**src/rtl/gray_pkg.sv**
```systemverilog
// Shared definitions for the Gray-code counter: default width, range helper
// and a generic binary-to-Gray conversion.
package gray_pkg;

   localparam int unsigned DEFAULT_WIDTH = 4;

   function automatic longint unsigned max_count(input int unsigned w);
      return (64'd1 << w) - 64'd1;
   endfunction

   function automatic logic [31:0] bin2gray(input logic [31:0] b);
      return b ^ (b >> 1);
   endfunction

endpackage

```
**src/rtl/bin_to_gray.sv**
```systemverilog
// Combinational binary-to-Gray encoder; inverse of the downstream
// Gray-to-binary decoder stage.
module bin_to_gray
   import gray_pkg::*;
#(
   parameter int unsigned WIDTH = DEFAULT_WIDTH
) (
   input  logic [WIDTH-1:0] bin,
   output logic [WIDTH-1:0] gray
);

   assign gray = bin ^ (bin >> 1);

endmodule

```
**src/rtl/gray_counter.sv**
```systemverilog
// Registered up/down Gray-code counter with synchronous load, wrap or
// saturate at the range ends, terminal-count and change strobes.
module gray_counter
   import gray_pkg::*;
#(
   parameter int unsigned WIDTH = DEFAULT_WIDTH,
   parameter int unsigned WRAP  = 1
) (
   input  logic             clk,
   input  logic             rst_n,
   input  logic             en,
   input  logic             up,
   input  logic             load,
   input  logic [WIDTH-1:0] d,
   output logic [WIDTH-1:0] g,
   output logic             tc,
   output logic             chg
);

   localparam logic [WIDTH-1:0] MAX = WIDTH'(max_count(WIDTH));

   logic [WIDTH-1:0] bin;
   logic [WIDTH-1:0] bin_next;
   logic [WIDTH-1:0] g_next;
   logic             tc_next;
   logic             chg_next;

   // Next binary count with load > enable > hold priority; Gray and bin only
   // ever change together, so a load changes g exactly when d differs from bin.
   always_comb begin
      bin_next = bin;
      tc_next  = 1'b0;
      chg_next = 1'b0;
      if (load) begin
         bin_next = d;
         chg_next = (d != bin);
      end else if (en) begin
         if (up) begin
            if (bin != MAX) begin
               bin_next = bin + 1'b1;
               chg_next = 1'b1;
            end else begin
               tc_next = 1'b1;
               if (WRAP != 0) begin
                  bin_next = '0;
                  chg_next = 1'b1;
               end
            end
         end else begin
            if (bin != '0) begin
               bin_next = bin - 1'b1;
               chg_next = 1'b1;
            end else begin
               tc_next = 1'b1;
               if (WRAP != 0) begin
                  bin_next = MAX;
                  chg_next = 1'b1;
               end
            end
         end
      end
   end

   bin_to_gray #(
      .WIDTH (WIDTH)
   ) u_enc (
      .bin  (bin_next),
      .gray (g_next)
   );

   always_ff @(posedge clk or negedge rst_n) begin
      if (!rst_n) begin
         bin <= '0;
         g   <= '0;
         tc  <= 1'b0;
         chg <= 1'b0;
      end else begin
         bin <= bin_next;
         g   <= g_next;
         tc  <= tc_next;
         chg <= chg_next;
      end
   end

endmodule
```
**config.mk**
```make
export PLATFORM = sky130hd
export DESIGN_NAME = gray_counter
export DESIGN_NICKNAME = d
export VERILOG_FILES = /design/src/rtl/gray_pkg.sv /design/src/rtl/bin_to_gray.sv /design/src/rtl/gray_counter.sv
export SDC_FILE = /design/constraint.sdc
export NUM_CORES = 1
export LEC_CHECK = 0
export ABC_AREA = 1
export BUFFER_PORTS_ARGS = -buffer_cell sky130_fd_sc_hd__clkbuf_2
export CAP_MARGIN = 5
export CORE_UTILIZATION = 45
export CTS_CLUSTER_SIZE = 16
export DETAILED_ROUTE_END_ITERATION = 8
export HOLD_SLACK_MARGIN = 0.12
export PLACE_DENSITY = 0.72
export REMOVE_ABC_BUFFERS = 1
export SLEW_MARGIN = 0
export SYNTH_ARGS = -nofsm -noshare
export SYNTH_HDL_FRONTEND = slang
export SYNTH_HIERARCHICAL = 1
export SYNTH_SLANG_ARGS = --single-unit
```
**constraint.sdc**
```tcl
create_clock -name clk -period 1.7 [get_ports clk]
set_clock_uncertainty 0.2 [all_clocks]
set_input_delay 0.34 -clock clk [delete_from_list [all_inputs] [get_ports clk]]
set_output_delay 0.34 -clock clk [all_outputs]
set_load 0.05 [all_outputs]
```
# Word level (Yosys, flattened, before mapping)
# Cells that the tools add are included.
# Widths: inputs -> output; s select.
dict set report word_totals {
  regBits 10
}
dict set report op_classes {
  addsub 2
  n_eq_ne 2
  muxes 12
  bitwise_logic 1
  reduce_logical 1
}
# op n
set ops {}
lappend ops {{$mux 4} 5}
lappend ops {{$mux 1} 7}
lappend ops {{$add 4x1->4 const B} 1}
lappend ops {{$ne 4x4->1} 1}
lappend ops {{$ne 4x4->1 const B} 1}
lappend ops {{$reduce_bool 4->1} 1}
lappend ops {{$sub 4x1->4 const B} 1}
lappend ops {{$xor 4x3->4} 1}

# Depth between registers and ports, before layout
dict set report depth {
  word_depth 6
  ltp_mapped 11
  mapped_depth_nobuf 11
}

# Modules after synthesis
# Netlist, hierarchy kept.
# mod n_inst cells_each area_each_um2 seq_area_each_um2
set modules_own_cells {}
lappend modules_own_cells {gray_counter 1 71 559.3 250.2}
lappend modules_own_cells {bin_to_gray 1 14 56.3 0.0}

# Worst setup path after synthesis
# OpenSTA, ideal clock, no wires.
dict set report synth_timing {
  path_type {reg-to-reg}
  from {reg bin[0]}
  to {reg g[0]}
  setup_ns 0.117
  t_arrival_ns 1.467
  setup_slack_ns -0.084
  stages_incl_launch_ff 9
  n_path_buf 0
  cell_sequence {dfrtp_1 inv_1 ha_1 xnor2_1 o21ai_0 o21ai_0 inv_1 nand2_1 nand2_1}
}
dict set report synth_via {
  elab_chain_cells 6
  word_cells_on_any_way 10
  classes_between {add/sub: 2; eq/ne: 1; mux: 5; bitwise: 1; reduce/logical: 1}
}
# item line
set synth_rtl {}
lappend synth_rtl {{from (decl)} gray_counter.sv:22} ;# logic [WIDTH-1:0] bin;
lappend synth_rtl {{from (signal assigned)} gray_counter.sv:78} ;# bin <= bin_next;
lappend synth_rtl {{$sub 4x1->4 (tied with other cells)} gray_counter.sv:51} ;# bin_next = bin - 1'b1;
lappend synth_rtl {{$mux 4, on equally long branches} {gray_counter.sv:50, gray_counter.sv:39}}
lappend synth_rtl {{$mux 4 (*)} gray_counter.sv:38} ;# if (up) begin
lappend synth_rtl {{$mux 4 (*)} gray_counter.sv:37} ;# end else if (en) begin
lappend synth_rtl {{$mux 4 (*)} gray_counter.sv:34} ;# if (load) begin
lappend synth_rtl {{named net bin_next[1]} gray_counter.sv:23} ;# logic [WIDTH-1:0] bin_next;
lappend synth_rtl {{$xor 4x3->4 (*)} bin_to_gray.sv:12} ;# assign gray = bin ^ (bin >> 1);
lappend synth_rtl {{named net g_next[0]} gray_counter.sv:24} ;# logic [WIDTH-1:0] g_next;
lappend synth_rtl {{to (signal assigned)} gray_counter.sv:79} ;# g <= g_next;
lappend synth_rtl {{to (decl)} gray_counter.sv:15} ;# output logic [WIDTH-1:0] g,
# Mark *: on every way through the listed nets, which the timed path passes. The rest lies on a longest branch.

# Worst setup path after layout
dict set report layout_timing {
  from {reg bin[0]}
  to {reg g[0]}
}
dict set report layout_via {
  elab_chain_cells 6
  word_cells_on_any_way 10
  classes_between {add/sub: 2; eq/ne: 1; mux: 5; bitwise: 1; reduce/logical: 1}
}
# item line
set layout_rtl {}
lappend layout_rtl {{$sub 4x1->4 (tied with other cells)} gray_counter.sv:51}
lappend layout_rtl {{$mux 4, on equally long branches} {gray_counter.sv:50, gray_counter.sv:39}}
lappend layout_rtl {{$mux 4} gray_counter.sv:38}
lappend layout_rtl {{$mux 4 (*)} gray_counter.sv:37}
lappend layout_rtl {{$mux 4 (*)} gray_counter.sv:34}
lappend layout_rtl {{named net bin_next[0]} gray_counter.sv:23}
lappend layout_rtl {{$xor 4x3->4 (*)} bin_to_gray.sv:12}
lappend layout_rtl {{named net g_next[0]} gray_counter.sv:24}
# Marked as above.

==> metrics.md <==
| Metric | Value |
|---|---|
| Vias per cell | 4.77 |
| Period minus WS final | 1.64 ns |
| Initial DRC Count | 14 |
| Num CTS Buffers | 3 |
| Crit start category | register |
| Place WS | -0.0269 ns |
| Number of remaining DRC errors | 0 |
| Max Cap Violations | 0 |
| Share of layout cells above drive strength 1 | 0.336 |
| Initial antenna violation count | 0 |
| Slew @ Worst Pin | 0.329 ns |
| Slowest-stage cell, CP | dfrtp_1 |
| Wire length on met3 | 59 µm |
| Synth top area share | 0.407 |
| H-Tree Level Count | 1 |
| Utilization after layout | 0.695 |
| Synth top cells by count | nand2_1, inv_1, dfrtp_1, nor2_1, nand3_1 |
| Row cnt | 12 |
| Hold Crit Class | input pin to register |
| DIE AREA | 1520 µm² |
| CP peak stage delay | 0.41 ns |
| Total number of vias | 592 |
| DP HPWL | 1050 µm |
| # clock sinks | 10 |
| Number of global-route vias before repair | 544 |
| Setup CP Type | register to register |
| Critical-path cell list | ha_1 > nand3_1 > nor2_1 > nor2_1 > o21ai_1 > a21oi_2 > inv_1 > nand2_1 > nand2_1 |
| Final GP Congestion | 0.866 |
| Synth area leader | dfrtp_1 |
| Pleak | 0.000453 µW |
| Post-Syn Area | 616 µm² |
| Clk slew on worst S/H paths | 0.07 ns |
| Worst-skew pair later-pin latency | 0.27 ns |
| GRT overflow | 0 |
| Die Wd | 39.0 µm |
| Final hold vios | 0 |
| Slew HR | 0.781 |
| Clock root cell | clkbuf_4 |
| Synth Instances | 85 |
| Fin nets | 122 |
| Top-count cell post-synth | nand2_1 |
| First-pass GRT wire length | 2180 µm |
| Final worst-path cycle share | 0.962 |
| Count of boundary I/O pins | 15 |
| Syn-to-layout area delta | 33.9% |
| Crit path DAT | 1.60 ns |
| Gr usage total | 0.226 |
| Post-synthesis register bit count | 10 |
| Max Slew Vio Count | 0 |
| Drt first pass iters | 5 |
| Post-synthesis cell type count | 16 |
| Final setup fails | 0 |
| Final wirelength | 1400 µm |
| Met2 Wirelength | 690 µm |
| Crit-path max FO | 3 |
| Crit path capture type | register |
| Design Power | 797 µW |
| Routed len/inst | 11.3 µm |
| Peak VDD IR | 0.554 mV |
| Synthesized area per cell | 7.24 µm² |
| Final TNS setup | 0 ns |
| Buffers & Inverters on Critical Path | 1 |
| Starting Density | 0.519 |
| Antenna viol nets, final | 0 |
| PortBufs | 14 |
| Critical Path RT | 1.67 ns |
| RSZ-0062 raised after global routing | true |
| Clock buffer depth | 2 |
| Synth Flop Type | dfrtp_1 |
| Post-synth ARST share | 1.00 |
| CTS tree | yes |
| Seq/Total Area, Yosys | 0.407 |
| Synth warnings | 6 |
| Antenna Cells | 0 |
| DRT met1 WL | 623 µm |
| Crit-path leading delay family | flip-flops |
| Post-synth EDFFs | 0 |
| Top post-synthesis cells by area | dfrtp_1, nand2_1, inv_1, nand3_1, xnor2_1 |
| Core footprint | 1190 µm² |
| Run status | finished, final reports clean |
| Final worst setup slack | 0.0648 ns |
| Die span in y | 39.0 µm |
| Max frequency | 612 MHz |
| Pin count of the biggest net entering global routing | 11 |
| Top Metal Used | met4 |
| Power density over the cells | 966 nW/µm² |
==> per-layer routing <==
layer,up-vias,GRT usage
met4,0,0.129
met5,-,0
li1,314,-
met2,17,0.404
met1,256,0.237
met3,5,0.0520
==> worst reg2reg max path, stage by stage, from the launching register on <==
cell     delay (ns)
dfrtp_1        0.41
ha_1           0.22
nand3_1        0.10
nor2_1         0.06
nor2_1         0.08
o21ai_1        0.10
a21oi_2        0.19
inv_1          0.06
nand2_1        0.07
nand2_1        0.05
==> worst paths after layout <==
kind                          end  cells after the start    from  slack [ns]
min                           chg                      3    load        0.20
max in group asynchronous  bin[1]                      2   rst_n        0.83
min reg2reg                   chg                      5  bin[0]        0.62
min in group asynchronous  bin[3]                      2   rst_n        0.26
max                          g[0]                      9  bin[0]        0.06
max reg2reg                  g[0]                      9  bin[0]        0.06
==> sequential cells by signal (all words and copies together) (netlist names) <==
name / count
chg: 1
tc: 1
g: 4
bin: 4
==> placed cells by master, fill, tap and decap left out, drive strengths merged, types with 3 or more instances in the layout <==
| cell | instances |
|---|---|
| clkbuf | 18 |
| buf | 7 |
| nand3 | 8 |
| nand2 | 26 |
| inv | 12 |
| nor2 | 11 |
| o21ai | 4 |
| xnor2 | 4 |
| dfrtp | 10 |
| a21oi | 3 |
==> cells by family after synthesis <==
family	Yosys count	share of synthesized area
fa+ha+maj	2	0.0406
xor+xnor	5	0.0711
compound gates	8	0.0691
flops	10	0.407
buf+inv	14	0.104
simple gates	46	0.309
==> area by class of cell <==
type	count	area [µm²]
Sequential cell	10	250
Multi-Input combinational cell	61	333
Fill cell	103	362
Clock buffer	4	36.3
Timing Repair Buffer	23	143
Inverter	12	45.0
Tap cell	14	17.5
==> through the flow <==
| step | hold slack [ns] | instance area [µm²] | std cells |
|---|---|---|---|
| floorplan | -0.156 | 597 | 83 |
| global placement | 0.0141 | 722 | 116 |
| detailed placement | 0.0235 | 722 | 116 |
| CTS | 0.183 | 782 | 122 |
| global route | 0.215 | 825 | 124 |
| finish | 0.195 | 825 | 124 |
==> timing repair <==
item / in CTS / in global routing
pin swaps: 0 / 6
hold endpoints to repair: 12 / 0
resized for setup: 2 / 10
buffers inserted: 0 / 2
hold buffers: 2 / 0
setup endpoints to repair: 2 / 3
gates cloned: 0 / 0
==> report_power, final <==
| part | switching, µW | internal [µW] |
|---|---|---|
| registers | 24.4 | 266 |
| logic | 176 | 109 |
| clock network | 91.2 | 130 |
| total | 291 | 506 |
Note: power is estimated with default switching activity, not from simulation.
